<file path="config.mk">
export PLATFORM = sky130hd
export DESIGN_NAME = debounced_input_pio
export DESIGN_NICKNAME = d
export VERILOG_FILES = /design/src/rtl/debounced_input_pio.sv
export SDC_FILE = /design/constraint.sdc
export NUM_CORES = 1
export LEC_CHECK = 0
export BUFFER_PORTS_ARGS = -buffer_cell sky130_fd_sc_hd__buf_2
export CORE_ASPECT_RATIO = 0.75
export CORE_UTILIZATION = 50
export CTS_CLUSTER_DIAMETER = 200
export CTS_CLUSTER_SIZE = 14
export DETAILED_ROUTE_END_ITERATION = 6
export PLACE_DENSITY = 0.71
export SLEW_MARGIN = 10
export SYNTH_ARGS = -nofsm -noshare
export SYNTH_HDL_FRONTEND = slang
export SYNTH_SLANG_ARGS = --single-unit
</file>
<file path="constraint.sdc">
create_clock -name clk -period 2.2 [get_ports clk]
set_clock_uncertainty 0.15 [all_clocks]
set_input_delay 0.22 -clock clk [delete_from_list [all_inputs] [get_ports clk]]
set_output_delay 0.22 -clock clk [all_outputs]
set_load 0.01 [all_outputs]
</file>
<file path="src/rtl/debounced_input_pio.sv">
// Avalon-MM input PIO: per-bit synchroniser and debouncer, sticky edge capture and level irq.
// Define DEBOUNCED_INPUT_PIO_BOTH_EDGES_EN to capture releases as well as presses.

module debounced_input_pio_bit #(
    parameter int DEBOUNCE_CYCLES = 50000,
    parameter int CNT_WIDTH       = 16
) (
    input  logic clk,
    input  logic reset_n,
    input  logic pin_i,
    output logic deb_o
);
    logic                 sync1_q, sync2_q;
    logic                 deb_q, deb_d;
    logic [CNT_WIDTH-1:0] cnt_q, cnt_d;

    // Any sample that matches the accepted level restarts the stability count.
    always_comb begin
        cnt_d = '0;
        deb_d = deb_q;
        if (sync2_q != deb_q) begin
            if (cnt_q == CNT_WIDTH'(DEBOUNCE_CYCLES - 1)) begin
                deb_d = sync2_q;
            end else begin
                cnt_d = cnt_q + 1'b1;
            end
        end
    end

    always_ff @(posedge clk or negedge reset_n) begin
        if (!reset_n) begin
            sync1_q <= 1'b1;
            sync2_q <= 1'b1;
            deb_q   <= 1'b1;
            cnt_q   <= '0;
        end else begin
            sync1_q <= pin_i;
            sync2_q <= sync1_q;
            deb_q   <= deb_d;
            cnt_q   <= cnt_d;
        end
    end

    assign deb_o = deb_q;
endmodule

module debounced_input_pio #(
    parameter int WIDTH           = 8,
    parameter int DEBOUNCE_CYCLES = 50000,
    parameter int CNT_WIDTH       = 16
) (
    input  logic             clk,
    input  logic             reset_n,
    input  logic [WIDTH-1:0] in_async,
    input  logic [1:0]       avs_address,
    input  logic             avs_read,
    output logic [31:0]      avs_readdata,
    input  logic             avs_write,
    input  logic [31:0]      avs_writedata,
    output logic             irq
);
    logic [WIDTH-1:0] deb;
    logic [WIDTH-1:0] deb_dly_q;
    logic [WIDTH-1:0] edge_w;
    logic [WIDTH-1:0] cap_q, cap_d;
    logic [WIDTH-1:0] mask_q, mask_d;
    logic [31:0]      rdata_q, rdata_d;

    for (genvar g = 0; g < WIDTH; g++) begin : g_bit
        debounced_input_pio_bit #(
            .DEBOUNCE_CYCLES(DEBOUNCE_CYCLES),
            .CNT_WIDTH      (CNT_WIDTH)
        ) u_bit (
            .clk    (clk),
            .reset_n(reset_n),
            .pin_i  (in_async[g]),
            .deb_o  (deb[g])
        );
    end

    if (WIDTH < 32) begin : g_unused_wd
        logic unused_wd;
        assign unused_wd = ^avs_writedata[31:WIDTH];
    end

`ifdef DEBOUNCED_INPUT_PIO_BOTH_EDGES_EN
    assign edge_w = deb_dly_q ^ deb;
`else
    assign edge_w = deb_dly_q & ~deb;
`endif

    // A new edge is OR-ed in after the write-1-to-clear so a same-cycle set wins.
    always_comb begin
        cap_d   = cap_q;
        mask_d  = mask_q;
        rdata_d = rdata_q;
        if (avs_write) begin
            case (avs_address)
                2'd1:    mask_d = avs_writedata[WIDTH-1:0];
                2'd3:    cap_d  = cap_q & ~avs_writedata[WIDTH-1:0];
                default: ;
            endcase
        end
        cap_d = cap_d | edge_w;
        if (avs_read) begin
            case (avs_address)
                2'd0:    rdata_d = 32'(deb);
                2'd1:    rdata_d = 32'(mask_q);
                2'd3:    rdata_d = 32'(cap_q);
                default: rdata_d = '0;
            endcase
        end
    end

    always_ff @(posedge clk or negedge reset_n) begin
        if (!reset_n) begin
            deb_dly_q <= '1;
            cap_q     <= '0;
            mask_q    <= '0;
            rdata_q   <= '0;
        end else begin
            deb_dly_q <= deb;
            cap_q     <= cap_d;
            mask_q    <= mask_d;
            rdata_q   <= rdata_d;
        end
    end

    assign avs_readdata = rdata_q;
    assign irq          = |(cap_q & mask_q);
endmodule

</file>
Yosys cells after proc, flatten, opt, wreduce, memory -nomap -nowiden --
Cells that the tools add are included. Widths: inputs -> output; s select.
Word-level totals: flip-flop bits (word level) 208, output and inout bits 33
Operators by class: $add $sub $neg 8, equality and inequality tests 18, muxes and demuxes 19, bitwise logic cells 6, reduce and logical (&&, ||, !) cells 11
Operators by type and width (number):
- $mux 16 | 16
- $add 16x1->16 const B | 8
- $eq 16x16->1 const B | 8
- $and 8x8->8 | 3
- $pmux 8 s3 | 1
- $reduce_and 2->1 | 9
- $mux 8 | 2
- $not 8->8 | 2
- $ne 1x1->1 | 8
- $or 8x8->8 | 1
- $reduce_or 8->1 | 1
- $eq 2x1->1 const B | 1
- $eq 2x2->1 const B | 1
- $logic_not 2->1 | 1

Depth between registers and ports, before layout --
Gate-level depths: netlist (run 1).
depth in word-level cells 5, mapped depth 6

Modules after synthesis --
A second synthesis (run 1) with hierarchy kept.
Unflattened totals: cell total of the unflattened synthesis 801, area total of the unflattened synthesis 9117.5 um^2
By module, submodules not included:
- debounced_input_pio_bit | times used 8, cells an instance 83, area an instance 940.9 um^2
- debounced_input_pio | times used 1, cells an instance 137, area an instance 1590.3 um^2

Least setup slack after synthesis (run 1) --
OpenSTA, ideal clock, no wires.
path type register to register, from register g_bit[3].u_bit.cnt_q[11], to register g_bit[3].u_bit.cnt_q[14], setup time 0.119 ns, arrival 1.518 ns, slack 0.414 ns, stages on the path, launching flop included 5, path buffers 1, cell sequence dfrtp_1 -> or3_4 -> o41ai_4 -> buf_6 -> nor2_1
On the way: word-level cells in the longest chain between the ends 3, elaborated cells on any way between the ends 4
Ends and longest elaborated chain:
- start: declaration | line 15 | logic [CNT_WIDTH-1:0] cnt_q, cnt_d;
- start signal: assignment | line 40 | cnt_q <= cnt_d;
- $add 16x1->16 / $eq 16x16->1 (equally long branches) | line 25, 22
- $mux 16 (*) | line 22 | if (cnt_q == CNT_WIDTH'(DEBOUNCE_CYCLES - 1)) begin
- $mux 16 (*) | line 21 | if (sync2_q != deb_q) begin
- net g_bit[3].u_bit.cnt_d[14] | line 15
Mark *: on every way through the listed nets, which the timed path passes. The rest lies on a longest branch. A chain may end at the register's enable or synchronous reset.

Worst setup path in the final report (run 1) --
from register g_bit[3].u_bit.cnt_q[0], to register g_bit[3].u_bit.cnt_q[10]
Same word-level chain as after synthesis.

==> report_table.html, run 1 <==
<table>
<tr><th>Metric</th><th>Value</th></tr>
<tr><th colspan="2">Cells and area</th></tr>
<tr><td>Finished Layout Cells</td><td>1124</td></tr>
<tr><td>Fill cell total of the finished layout</td><td>1421</td></tr>
<tr><td>Signed area change from the synthesized netlist to the final layout</td><td>13.3%</td></tr>
<tr><td>Proportion of layout cells with a drive suffix above 1</td><td>15.2%</td></tr>
<tr><td>Final-stage net count</td><td>949</td></tr>
<tr><td>FF+latch area</td><td>4640 sq um</td></tr>
<tr><td>Post-layout instance area</td><td>9820 sq um</td></tr>
<tr><td>Footprint of the multi-input gates</td><td>3720 sq um</td></tr>
<tr><th colspan="2">STA</th></tr>
<tr><td>Worst-margin pin slew</td><td>0.515 ns</td></tr>
<tr><td>Pins Over Slew Limit</td><td>0</td></tr>
<tr><td>Setup repair after global routing missed its margin</td><td>false</td></tr>
<tr><td>Portion of the clock cycle consumed by the worst path in the final layout</td><td>88.1%</td></tr>
<tr><td>Final min period</td><td>1.94 ns</td></tr>
<tr><td>Peak clock frequency supported by timing</td><td>516 MHz</td></tr>
<tr><td>Min setup slack post-route</td><td>0.263 ns</td></tr>
<tr><td>Total of endpoints with negative setup slack in the final report</td><td>0</td></tr>
<tr><td>Worst slew margin relative to its limit</td><td>65.6%</td></tr>
<tr><td>Setup Total Neg Slack</td><td>0 ns</td></tr>
<tr><td>Hold Fails Final Rpt</td><td>0</td></tr>
<tr><th colspan="2">Setup path</th></tr>
<tr><td>Critical Path End</td><td>g_bit[3].u_bit.cnt_q[10]</td></tr>
<tr><td>Number of gates on the worst path with buffers counted</td><td>5</td></tr>
<tr><td>Start point of the critical path</td><td>g_bit[3].u_bit.cnt_q[0]</td></tr>
<tr><td>Stage delay of the slowest cell on the critical path</td><td>0.43 ns</td></tr>
<tr><td>Worst-path cell with the longest stage delay</td><td>o41ai_4</td></tr>
<tr><td>Worst Path Max Fanout</td><td>11</td></tr>
<tr><td>Startpoint-to-endpoint class of the critical path</td><td>flop to flop</td></tr>
<tr><td>Combined buffer and inverter count along the critical path</td><td>1</td></tr>
<tr><td>Critical-path cell list</td><td>ha_1, nand3_1, o41ai_4, buf_4, nor2_1</td></tr>
<tr><td>Worst reg2reg setup slack</td><td>0.26 ns</td></tr>
<tr><td>Critical path arrival</td><td>2.11 ns</td></tr>
<tr><td>Element type at the critical path end</td><td>flop</td></tr>
<tr><td>Critical path's top delay family</td><td>compound AO/OA/AOI/OAI gates</td></tr>
<tr><td>FF-to-FF path depth</td><td>5</td></tr>
<tr><td>WP data required</td><td>2.37 ns</td></tr>
<tr><td>R2r startpoint</td><td>g_bit[3].u_bit.cnt_q[0]</td></tr>
<tr><td>Sort of element at the start of the critical path</td><td>flop</td></tr>
<tr><td>Worst reg2reg path endpoint</td><td>g_bit[3].u_bit.cnt_q[10]</td></tr>
<tr><th colspan="2">Clocking</th></tr>
<tr><td>Maximum buffer depth of the clock tree</td><td>2</td></tr>
<tr><td>H-tree lvl count</td><td>4</td></tr>
<tr><td>Post-CTS Resized</td><td>0</td></tr>
<tr><td>Clock edge transition at the registers on the reported setup and hold paths</td><td>0.07 ns</td></tr>
<tr><td>Clock network latency to the later pin of the worst-skew pair</td><td>0.43 ns</td></tr>
<tr><td>Clock tree from TritonCTS</td><td>built</td></tr>
<tr><td>Number of CTS-inserted buffers</td><td>17</td></tr>
<tr><td>TritonCTS sink count</td><td>184</td></tr>
<tr><td>Library cell used as clock root buffer</td><td>clkbuf_16</td></tr>
<tr><th colspan="2">Power</th></tr>
<tr><td>Gate power share</td><td>5.7%</td></tr>
<tr><td>Worst supply voltage drop on vdd</td><td>0.000535 V</td></tr>
<tr><td>Leak</td><td>4.03 nW</td></tr>
<tr><td>Seq pwr share</td><td>50.8%</td></tr>
<tr><td>Pwr per Cell Area</td><td>720 nW/um^2</td></tr>
<tr><td>Internal power contribution</td><td>0.00547 W</td></tr>
<tr><td>Clock share of power</td><td>43.5%</td></tr>
<tr><td>Switching Share</td><td>22.6%</td></tr>
<tr><td>Switch Pwr</td><td>0.00160 W</td></tr>
<tr><th colspan="2">Placed design</th></tr>
<tr><td>Post-detail-place hpwl</td><td>10.9 mm</td></tr>
<tr><td>RD Place Congestion</td><td>0.828</td></tr>
<tr><td>Setup slack at placement</td><td>0.323 ns</td></tr>
<tr><td>Number of cells in the design after placement</td><td>1074</td></tr>
<tr><td>Count of port buffers added during placement</td><td>30</td></tr>
<tr><td>Post-Place Cell Area</td><td>9050 sq um</td></tr>
<tr><th colspan="2">Yosys</th></tr>
<tr><td>Register area share after synthesis</td><td>53.6%</td></tr>
<tr><td>Mean Syn Cell Area</td><td>10.5 sq um</td></tr>
<tr><td>Share of flip-flops with an asynchronous set or reset</td><td>100%</td></tr>
<tr><td>Top_reg_cell synth</td><td>dfrtp_1</td></tr>
<tr><td>Commonest cells post-synth</td><td>nor2_1, dfrtp_1, xnor2_1</td></tr>
<tr><td>Most common cell in the synthesized netlist</td><td>nor2_1</td></tr>
<tr><td>Yosys synthesis warning count</td><td>0</td></tr>
<tr><td>Syn Inst Count</td><td>829</td></tr>
<tr><td>Leading cell types by total area after synthesis</td><td>dfrtp_1, xnor2_1, dfstp_2</td></tr>
<tr><td>Number of library cell types mapped by synthesis</td><td>32</td></tr>
<tr><td>Mapped Area</td><td>8670 sq um</td></tr>
<tr><td>Area share of the largest cell type after synthesis</td><td>43.9%</td></tr>
<tr><td>Count of flip-flops with a built-in enable after synthesis</td><td>0</td></tr>
<tr><td>Register bit total from synthesis</td><td>184</td></tr>
<tr><td>Cell taking the most area after synthesis</td><td>dfrtp_1</td></tr>
<tr><th colspan="2">GRT</th></tr>
<tr><td>Vias in the first global route</td><td>5632</td></tr>
<tr><td>Maximum number of pins on one net before global-route repair</td><td>50</td></tr>
<tr><td>Met3 demand-to-capacity share in global routing</td><td>4.11%</td></tr>
<tr><td>Remaining Overflow, GRT</td><td>0</td></tr>
<tr><td>Global routing usage summed across all routing layers</td><td>19.7%</td></tr>
<tr><td>GR Layer Usage met2</td><td>30.3%</td></tr>
<tr><td>Initial antenna violation count</td><td>1</td></tr>
<tr><td>Global-route wire length before repair</td><td>27.6 mm</td></tr>
<tr><td>Met1 routing resource usage after global routing</td><td>27.8%</td></tr>
<tr><td>Peak-usage layer in the global routing report</td><td>met2</td></tr>
<tr><th colspan="2">Die</th></tr>
<tr><td>Core Footprint</td><td>16900 sq um</td></tr>
<tr><td>Die height</td><td>116 um</td></tr>
<tr><td>Total die area</td><td>17900 sq um</td></tr>
<tr><td>Die span in x</td><td>154 um</td></tr>
<tr><td>FP Rows</td><td>41</td></tr>
<tr><td>I/O pin cnt</td><td>79</td></tr>
<tr><td>Starting Density</td><td>51.4%</td></tr>
<tr><th colspan="2">Drt</th></tr>
<tr><td>First-pass iteration count of the detailed router</td><td>6</td></tr>
<tr><td>WL/cell</td><td>14.1 um</td></tr>
<tr><td>Number of violations reported at the end of detailed-routing iteration 0</td><td>333</td></tr>
<tr><td>Sum of routed wire length over all layers</td><td>15.9 mm</td></tr>
<tr><td>Vias per cell</td><td>5.18</td></tr>
<tr><td>Post-route ant nets</td><td>0</td></tr>
<tr><td>Via count</td><td>5825</td></tr>
<tr><td>Drc violations</td><td>0</td></tr>
<tr><th colspan="2">Hold path</th></tr>
<tr><td>Type of the tightest min-delay check</td><td>input port to flop</td></tr>
<tr><th colspan="2">Run status</th></tr>
<tr><td>Outcome</td><td>complete, no violations</td></tr>
<tr><th colspan="2">Flow run</th></tr>
<tr><td>Max-cap violations</td><td>0</td></tr>
</table>
[how the worst min path moves through the flow]
stage                                to      from  slack (ns)  cells past startpoint
4_1_cts                 avs_readdata[0]  avs_read        0.02                      2
5_1_grt                 avs_readdata[3]  avs_read        0.03                      2
3_3_place_gp   g_bit[4].u_bit.cnt_q[12]   reset_n        0.04                      1
2_1_floorplan           avs_readdata[0]   reset_n       -0.23                      0
3_5_place_dp   g_bit[4].u_bit.cnt_q[12]   reset_n        0.04                      1
6_report                avs_readdata[3]  avs_read        0.03                      2
[power by group through the flow]
stage	logic (W)	registers, W	clock network, W
after detailed placement	0.000388	0.00365	0
after global placement	0.000380	0.00365	0
after global routing	0.000465	0.00360	0.00329
after floorplan	0.000246	0.00363	0
final	0.000405	0.00359	0.00308
after CTS	0.000415	0.00359	0.00315
[registers in the layout, indices dropped and copies added (netlist names)]
| name | count |
|---|---|
| cap_q | 8 |
| deb_dly_q | 8 |
| mask_q | 8 |
| g_bit.u_bit.sync1_q | 8 |
| g_bit.u_bit.deb_o | 8 |
| avs_readdata | 8 |
| g_bit.u_bit.cnt_q | 128 |
| g_bit.u_bit.sync2_q | 8 |
[worst register-to-register path: stages (launching register included)]
cell and delay [ns]:
dfrtp_1 0.39, ha_1 0.20, nand3_1 0.34, o41ai_4 0.44, buf_4 0.24, nor2_1 0.07
[repair_timing]
action / 4_1_cts / 5_1_grt
hold endpoints to repair: 144 / 0
hold buffers: 17 / 0
setup buffers: 0 / 0
[routing by layer]
layer | vias to the layer above | wire (um)
met4 | 0 | 156
met2 | 54 | 7260
li1 | 2924 | -
met1 | 2835 | 8020
met5 | - | 0
met3 | 12 | 419
[layout make-up]
class | instances | share of cell area [%]
Multi-Input combinational cell | 598 | 37.9
Antenna cell | 1 | 0.0255
Inverter | 32 | 1.22
Sequential cell | 184 | 47.3
Tap cell | 215 | 2.74
Timing Repair Buffer | 62 | 4.75
Clock buffer | 23 | 4.97
Clock inverter | 9 | 1.16
[logic make-up after synthesis]
| kind of cell | synth area share [%] |
|---|---|
| multiplexers | 3.00 |
| flip-flops | 53.6 |
| adder cells (fa/ha/maj) | 1.15 |
| AO/OA/AOI/OAI | 3.32 |
| other | 0.0432 |
| XOR/XNOR | 12.1 |
| AND/OR/NAND/NOR | 22.3 |
| buffers and inverters | 4.54 |
[cell usage in the layout, fill, tap and decap left out, types with 3 or more instances in the layout]
master           n
nor2_1         160
dfrtp_1        152
xnor2_1         97
nand3_1         46
nand2_1         45
nor4_1          37
nand4_1         34
inv_1           32
dfstp_2         32
nor3_1          31
buf_2           29
conb_1          24
xor2_1          23
clkbuf_16       17
dlygate4sd3_1   17
mux2_2          16
a21oi_1         16
buf_4           13
and3_1          10
o21ai_0          8
mux2i_1          8
ha_1             8
nor4bb_1         6
nand3b_1         6
or3_4            5
nor4b_2          5
o41ai_4          5
clkbuf_8         5
a22oi_1          4
clkinvlp_4       3
[per-stage QoR]
| stage | hold WS, ns | total power [W] | utilization [%] |
|---|---|---|---|
| floorplan | -0.226 | 0.00388 | - |
| global placement | 0.0392 | 0.00403 | 53.6 |
| detailed placement | 0.0413 | 0.00404 | 53.6 |
| CTS | 0.0190 | 0.00715 | 58.2 |
| global route | 0.0317 | 0.00736 | 58.2 |
| finish | 0.0266 | 0.00707 | 58.2 |
Note: power is estimated with default switching activity, not from simulation.
==> run 2: changes to the inputs <==
--- a/config.mk
+++ b/config.mk
@@ -12,6 +12,7 @@
 export CTS_CLUSTER_SIZE = 14
 export DETAILED_ROUTE_END_ITERATION = 6
 export PLACE_DENSITY = 0.71
+export REMOVE_ABC_BUFFERS = 1
 export SLEW_MARGIN = 10
 export SYNTH_ARGS = -nofsm -noshare
 export SYNTH_HDL_FRONTEND = slang
==> run 2 against run 1 <==
Net effect: first-iteration DRC count up 11%; global-route usage fell by 0.68 points; register-to-register slack gained 0.03 ns; clock-buffer cell count fell by 4; clock power fell by 2%; utilization shrank 0.19 points.
==> report_table.html, run 2 (synthesis gave the netlist of run 1 again) <==
<table>
<tr><th>Metric</th><th>Value</th></tr>
<tr><th colspan="2">Run status</th></tr>
<tr><td>Outcome</td><td>complete, no violations</td></tr>
<tr><th colspan="2">STA</th></tr>
<tr><td>Setup Total Neg Slack</td><td>0 ns</td></tr>
<tr><td>Worst-margin pin slew</td><td>0.506 ns</td></tr>
<tr><td>Total of endpoints with negative setup slack in the final report</td><td>0</td></tr>
<tr><td>Setup repair after global routing missed its margin</td><td>false</td></tr>
<tr><td>Hold Fails Final Rpt</td><td>0</td></tr>
<tr><td>Worst slew margin relative to its limit</td><td>66.2%</td></tr>
<tr><td>Pins Over Slew Limit</td><td>0</td></tr>
<tr><td>Min setup slack post-route</td><td>0.291 ns</td></tr>
<tr><td>Peak clock frequency supported by timing</td><td>524 MHz</td></tr>
<tr><td>Final min period</td><td>1.91 ns</td></tr>
<tr><td>Portion of the clock cycle consumed by the worst path in the final layout</td><td>86.8%</td></tr>
<tr><th colspan="2">Clocking</th></tr>
<tr><td>Post-CTS setup buffer count</td><td>0</td></tr>
<tr><td>Clock tree from TritonCTS</td><td>built</td></tr>
<tr><td>Library cell used as clock root buffer</td><td>clkbuf_16</td></tr>
<tr><td>Clock network latency to the later pin of the worst-skew pair</td><td>0.43 ns</td></tr>
<tr><td>TritonCTS sink count</td><td>184</td></tr>
<tr><td>Number of CTS-inserted buffers</td><td>17</td></tr>
<tr><td>Maximum buffer depth of the clock tree</td><td>2</td></tr>
<tr><td>H-tree lvl count</td><td>4</td></tr>
<tr><td>Clock edge transition at the registers on the reported setup and hold paths</td><td>0.07 ns</td></tr>
<tr><th colspan="2">Power</th></tr>
<tr><td>Worst supply voltage drop on vdd</td><td>0.000461 V</td></tr>
<tr><td>Leak</td><td>4.02 nW</td></tr>
<tr><td>Pwr per Cell Area</td><td>717 nW/um^2</td></tr>
<tr><th colspan="2">Die</th></tr>
<tr><td>Core Footprint</td><td>16900 sq um</td></tr>
<tr><td>I/O pin cnt</td><td>79</td></tr>
<tr><td>Starting Density</td><td>51.4%</td></tr>
<tr><td>Total die area</td><td>17900 sq um</td></tr>
<tr><td>Die span in x</td><td>154 um</td></tr>
<tr><td>Die height</td><td>116 um</td></tr>
<tr><td>FP Rows</td><td>41</td></tr>
<tr><th colspan="2">Cells and area</th></tr>
<tr><td>Proportion of layout cells with a drive suffix above 1</td><td>15.1%</td></tr>
<tr><td>Final-stage net count</td><td>947</td></tr>
<tr><td>FF+latch area</td><td>4640 sq um</td></tr>
<tr><td>Fill cell total of the finished layout</td><td>1414</td></tr>
<tr><td>Final standard cell utilization of the core</td><td>58.0%</td></tr>
<tr><td>Footprint of the multi-input gates</td><td>3720 sq um</td></tr>
<tr><td>Commonest non-fill, non-tap cell in the layout</td><td>nor2_1</td></tr>
<tr><td>Register containing the most flip-flops in the final layout</td><td>g_bit.u_bit.cnt_q</td></tr>
<tr><td>Max FFs per register</td><td>128</td></tr>
<tr><td>Signed area change from the synthesized netlist to the final layout</td><td>12.9%</td></tr>
<tr><td>Most used cells in the layout excluding fill and tap cells</td><td>nor2_1, dfrtp_1, xnor2_1, nand3_1, nand2_1</td></tr>
<tr><th colspan="2">Drt</th></tr>
<tr><td>Via count</td><td>5813</td></tr>
<tr><td>Sum of routed wire length over all layers</td><td>15.7 mm</td></tr>
<tr><td>First-pass iteration count of the detailed router</td><td>4</td></tr>
<tr><td>WL/cell</td><td>14.0 um</td></tr>
<tr><td>Drc violations</td><td>0</td></tr>
<tr><td>Number of violations reported at the end of detailed-routing iteration 0</td><td>371</td></tr>
<tr><td>Vias per cell</td><td>5.18</td></tr>
<tr><td>Post-route ant nets</td><td>0</td></tr>
<tr><th colspan="2">Flow run</th></tr>
<tr><td>Max-cap violations</td><td>0</td></tr>
<tr><th colspan="2">Setup path</th></tr>
<tr><td>Worst Path Max Fanout</td><td>4</td></tr>
<tr><td>Startpoint-to-endpoint class of the critical path</td><td>flop to flop</td></tr>
<tr><td>Sort of element at the start of the critical path</td><td>flop</td></tr>
<tr><td>Critical path arrival</td><td>2.11 ns</td></tr>
<tr><td>WP data required</td><td>2.41 ns</td></tr>
<tr><td>Element type at the critical path end</td><td>flop</td></tr>
<tr><td>Worst reg2reg setup slack</td><td>0.29 ns</td></tr>
<tr><th colspan="2">GRT</th></tr>
<tr><td>Global-route wire length before repair</td><td>26.9 mm</td></tr>
<tr><td>Vias in the first global route</td><td>5504</td></tr>
<tr><td>Maximum number of pins on one net before global-route repair</td><td>54</td></tr>
<tr><td>Initial antenna violation count</td><td>1</td></tr>
<tr><td>Remaining Overflow, GRT</td><td>0</td></tr>
<tr><td>Global routing usage summed across all routing layers</td><td>19.0%</td></tr>
<tr><th colspan="2">Placed design</th></tr>
<tr><td>RD Place Congestion</td><td>0.804</td></tr>
<tr><td>Setup slack at placement</td><td>0.322 ns</td></tr>
<tr><td>Post-detail-place hpwl</td><td>10.5 mm</td></tr>
<tr><td>Count of port buffers added during placement</td><td>30</td></tr>
<tr><th colspan="2">Hold path</th></tr>
<tr><td>Type of the tightest min-delay check</td><td>input port to flop</td></tr>
</table>
run 2: cell types whose count changed in the layout (fill, tap and decap cells not counted):
cell	delta
buf_4	-2
clkbuf_1	-1
clkinv_2	+3
inv_8	+1
inv_6	+1
clkinvlp_4	-2
clkbuf_8	-3
clkinv_4	+1
run 2: worst paths after layout:
kind / endpoint / cells past startpoint / start
max reg2reg: g_bit[2].u_bit.deb_o / 4 / g_bit[2].u_bit.cnt_q[12]
min: avs_readdata[3] / 2 / avs_read
max: g_bit[2].u_bit.deb_o / 4 / g_bit[2].u_bit.cnt_q[12]
max in group asynchronous: g_bit[2].u_bit.sync2_q / 3 / reset_n
min in group asynchronous: g_bit[6].u_bit.cnt_q[11] / 2 / reset_n
min reg2reg: g_bit[7].u_bit.sync2_q / 0 / g_bit[7].u_bit.sync1_q
run 2: report_power, final:
part | switching (W) | internal (W)
clock | 0.00131 | 0.00172
combinational | 0.000238 | 0.000166
sequential | 0.0000905 | 0.00350
run 2: critical path, stage by stage (launching register included):
cell,delay [ns]
dfrtp_1,0.43
nor4b_2,0.31
nand3b_1,0.17
nor4_1,0.38
mux2_2,0.39
run 2: cell type report:
cell class	count	area share [%]
flip-flops and latches	184	47.4
multi-input cells	598	38.0
repair buffers	60	4.61
clock buffers	19	4.52
well taps	215	2.75
clock inverters	13	1.46
inverters	32	1.23
diodes	1	0.0256
run 2: layer usage:
metal / global-route usage [%] / wire length, um
met5: 0 / 0
met4: 5.53 / 230
met3: 4.94 / 493
met2: 28.9 / 6910
met1: 27.0 / 8030
run 2: repair_timing:
item	4_1_cts	5_1_grt
hold buffers	17	0
endpoints found under the hold margin	182	0
gates resized for setup	0	0
run 2: stage by stage:
| step | cells | area [sq um] | power, W | hold WS [ns] |
|---|---|---|---|---|
| final | 1122 | 9790 | 0.00702 | 0.0568 |
| after global routing | 1122 | 9790 | 0.00729 | 0.0687 |
| after CTS | 1121 | 9790 | 0.00711 | 0.0374 |
| after detailed placement | 1072 | 9030 | 0.00404 | 0.0281 |
| after global placement | 1072 | 9030 | 0.00403 | 0.0252 |
| after floorplan | 814 | 8480 | 0.00383 | -0.226 |
==> run 3: changes to the inputs <==
--- a/config.mk
+++ b/config.mk
@@ -6,7 +6,6 @@
 export NUM_CORES = 1
 export LEC_CHECK = 0
 export BUFFER_PORTS_ARGS = -buffer_cell sky130_fd_sc_hd__buf_2
-export CORE_ASPECT_RATIO = 0.75
 export CORE_UTILIZATION = 50
 export CTS_CLUSTER_DIAMETER = 200
 export CTS_CLUSTER_SIZE = 14
==> run 3 against run 2 <==
Net effect: via count barely moved; fmax fell by 0.43%; clock-buffer cell count rose by 3; non-clock buffer count rose by 2; sequential share of layout area fell by 0.34 points; utilization rose by 0.83 points; final cell count rose by 0.53%; largest cell class unchanged; total power rose by 2.3%; routed wire length fell by 1.3%; combinational power barely moved; critical endpoint is now g_bit[5].u_bit.deb_o; flip-flop and latch count did not move.
==> report_table.html, run 3 (synthesis gave the netlist of run 1 again) <==
<table>
<tr><th>Metric</th><th>Value</th></tr>
<tr><th colspan="2">Placed design</th></tr>
<tr><td>Post-detail-place hpwl</td><td>10.4 mm</td></tr>
<tr><td>Count of port buffers added during placement</td><td>30</td></tr>
<tr><td>RD Place Congestion</td><td>0.815</td></tr>
<tr><th colspan="2">Drt</th></tr>
<tr><td>First-pass iteration count of the detailed router</td><td>7</td></tr>
<tr><td>WL/cell</td><td>13.7 um</td></tr>
<tr><td>Drc violations</td><td>0</td></tr>
<tr><td>Post-route ant nets</td><td>0</td></tr>
<tr><td>Vias per cell</td><td>5.16</td></tr>
<tr><td>Via count</td><td>5816</td></tr>
<tr><td>Number of violations reported at the end of detailed-routing iteration 0</td><td>279</td></tr>
<tr><td>Sum of routed wire length over all layers</td><td>15.5 mm</td></tr>
<tr><th colspan="2">Setup path</th></tr>
<tr><td>Critical-path cell list</td><td>nor4b_2, nand3b_1, nor4_1, mux2_2</td></tr>
<tr><td>Stage delay of the slowest cell on the critical path</td><td>0.44 ns</td></tr>
<tr><td>Critical path's top delay family</td><td>simple AND/OR/NAND/NOR gates</td></tr>
<tr><td>WP data required</td><td>2.40 ns</td></tr>
<tr><td>Element type at the critical path end</td><td>flop</td></tr>
<tr><td>Combined buffer and inverter count along the critical path</td><td>0</td></tr>
<tr><td>Critical path arrival</td><td>2.12 ns</td></tr>
<tr><td>Sort of element at the start of the critical path</td><td>flop</td></tr>
<tr><td>Startpoint-to-endpoint class of the critical path</td><td>flop to flop</td></tr>
<tr><td>Worst-path cell with the longest stage delay</td><td>dfrtp_1</td></tr>
<tr><td>Worst Path Max Fanout</td><td>4</td></tr>
<tr><th colspan="2">Die</th></tr>
<tr><td>I/O pin cnt</td><td>79</td></tr>
<tr><td>Die span in x</td><td>134 um</td></tr>
<tr><td>FP Rows</td><td>47</td></tr>
<tr><td>Core Footprint</td><td>16800 sq um</td></tr>
<tr><td>Die height</td><td>134 um</td></tr>
<tr><td>Total die area</td><td>17900 sq um</td></tr>
<tr><td>Starting Density</td><td>51.7%</td></tr>
<tr><th colspan="2">Cells and area</th></tr>
<tr><td>Proportion of layout cells with a drive suffix above 1</td><td>15.3%</td></tr>
<tr><td>Fill cell total of the finished layout</td><td>1427</td></tr>
<tr><td>Final-stage net count</td><td>949</td></tr>
<tr><td>Commonest non-fill, non-tap cell in the layout</td><td>nor2_1</td></tr>
<tr><td>Count of inserted antenna diode cells</td><td>0</td></tr>
<tr><td>Max FFs per register</td><td>128</td></tr>
<tr><td>Most used cells in the layout excluding fill and tap cells</td><td>nor2_1, dfrtp_1, xnor2_1, nand3_1, nand2_1</td></tr>
<tr><td>Register containing the most flip-flops in the final layout</td><td>g_bit.u_bit.cnt_q</td></tr>
<tr><td>Signed area change from the synthesized netlist to the final layout</td><td>13.7%</td></tr>
<tr><th colspan="2">STA</th></tr>
<tr><td>Worst-margin pin slew</td><td>0.534 ns</td></tr>
<tr><td>Total of endpoints with negative setup slack in the final report</td><td>0</td></tr>
<tr><td>Portion of the clock cycle consumed by the worst path in the final layout</td><td>87.1%</td></tr>
<tr><td>Worst slew margin relative to its limit</td><td>64.4%</td></tr>
<tr><td>Setup Total Neg Slack</td><td>0 ns</td></tr>
<tr><td>Peak clock frequency supported by timing</td><td>522 MHz</td></tr>
<tr><td>Hold Fails Final Rpt</td><td>0</td></tr>
<tr><td>Setup repair after global routing missed its margin</td><td>false</td></tr>
<tr><td>Final min period</td><td>1.92 ns</td></tr>
<tr><td>Pins Over Slew Limit</td><td>0</td></tr>
<tr><th colspan="2">Power</th></tr>
<tr><td>Leak</td><td>4.05 nW</td></tr>
<tr><td>Worst supply voltage drop on vdd</td><td>0.000614 V</td></tr>
<tr><td>Power consumption</td><td>0.00718 W</td></tr>
<tr><td>Pwr per Cell Area</td><td>728 nW/um^2</td></tr>
<tr><th colspan="2">Clocking</th></tr>
<tr><td>Clock edge transition at the registers on the reported setup and hold paths</td><td>0.07 ns</td></tr>
<tr><td>Post-CTS Resized</td><td>0</td></tr>
<tr><td>Clock network latency to the later pin of the worst-skew pair</td><td>0.43 ns</td></tr>
<tr><td>H-tree lvl count</td><td>4</td></tr>
<tr><td>Maximum buffer depth of the clock tree</td><td>2</td></tr>
<tr><td>Library cell used as clock root buffer</td><td>clkbuf_16</td></tr>
<tr><td>TritonCTS sink count</td><td>184</td></tr>
<tr><td>Hold Buf Count CTS</td><td>17</td></tr>
<tr><td>Post-CTS setup buffer count</td><td>0</td></tr>
<tr><td>Clock tree from TritonCTS</td><td>built</td></tr>
<tr><td>Number of CTS-inserted buffers</td><td>17</td></tr>
<tr><th colspan="2">GRT</th></tr>
<tr><td>Vias in the first global route</td><td>5708</td></tr>
<tr><td>Remaining Overflow, GRT</td><td>0</td></tr>
<tr><td>Global routing usage summed across all routing layers</td><td>18.9%</td></tr>
<tr><td>Global-route wire length before repair</td><td>26.9 mm</td></tr>
<tr><td>Initial antenna violation count</td><td>0</td></tr>
<tr><td>Maximum number of pins on one net before global-route repair</td><td>68</td></tr>
<tr><th colspan="2">Hold path</th></tr>
<tr><td>Type of the tightest min-delay check</td><td>input port to flop</td></tr>
<tr><th colspan="2">Flow run</th></tr>
<tr><td>Max-cap violations</td><td>0</td></tr>
<tr><th colspan="2">Run status</th></tr>
<tr><td>Outcome</td><td>complete, no violations</td></tr>
</table>
run 3: final timing paths:
check | from | to | slack (ns) | depth (start not counted)
setup / recovery | g_bit[5].u_bit.cnt_q[12] | g_bit[5].u_bit.deb_o | 0.28 | 4
hold / removal | avs_read | avs_readdata[2] | 0.05 | 2
setup reg to reg | g_bit[5].u_bit.cnt_q[12] | g_bit[5].u_bit.deb_o | 0.28 | 4
hold reg to reg | g_bit[1].u_bit.sync1_q | g_bit[1].u_bit.sync2_q | 0.21 | 0
max in group asynchronous | reset_n | g_bit[1].u_bit.sync2_q | 1.01 | 3
min in group asynchronous | reset_n | g_bit[6].u_bit.cnt_q[7] | 0.19 | 2
run 3: power by group:
group / leakage (nW) / switching, W / internal, W / total [W]
Combinational: 1.34 / 0.000238 / 0.000170 / 0.000407
Clock: 0.303 / 0.00127 / 0.00191 / 0.00319
Sequential: 2.40 / 0.0000876 / 0.00350 / 0.00359
Total: 4.05 / 0.00160 / 0.00558 / 0.00718
run 3: layout make-up:
type | count | area (sq um) | area share (%)
clock inverter | 10 | 141 | 1.43
tap | 220 | 275 | 2.79
multi-input combinational | 598 | 3720 | 37.7
sequential | 184 | 4640 | 47.1
clock buffer | 22 | 484 | 4.91
timing repair buffer | 62 | 479 | 4.86
inverter | 32 | 120 | 1.22
run 3: per-stage QoR:
step / instances / worst slack, ns / util [%] / area, sq um / hold slack, ns
after global placement: 1079 / 0.350 / 54.1 / 9070 / 0.109
after CTS: 1128 / 0.274 / 58.9 / 9860 / 0.0374
final: 1128 / 0.283 / 58.9 / 9860 / 0.0502
after global routing: 1128 / 0.122 / 58.9 / 9860 / 0.0532
after detailed placement: 1079 / 0.283 / 54.1 / 9070 / 0.110
after floorplan: 814 / 0.338 / - / 8480 / -0.226
run 3: per-layer routing:
metal,vias up,wire [um],GRT usage [%],part of all wire (%)
met4,0,216,6.44,1.4
li1,2922,-,-,-
met1,2786,7090,24.6,46
met3,18,586,4.11,3.8
met5,-,0,0,0
met2,90,7570,31.4,49
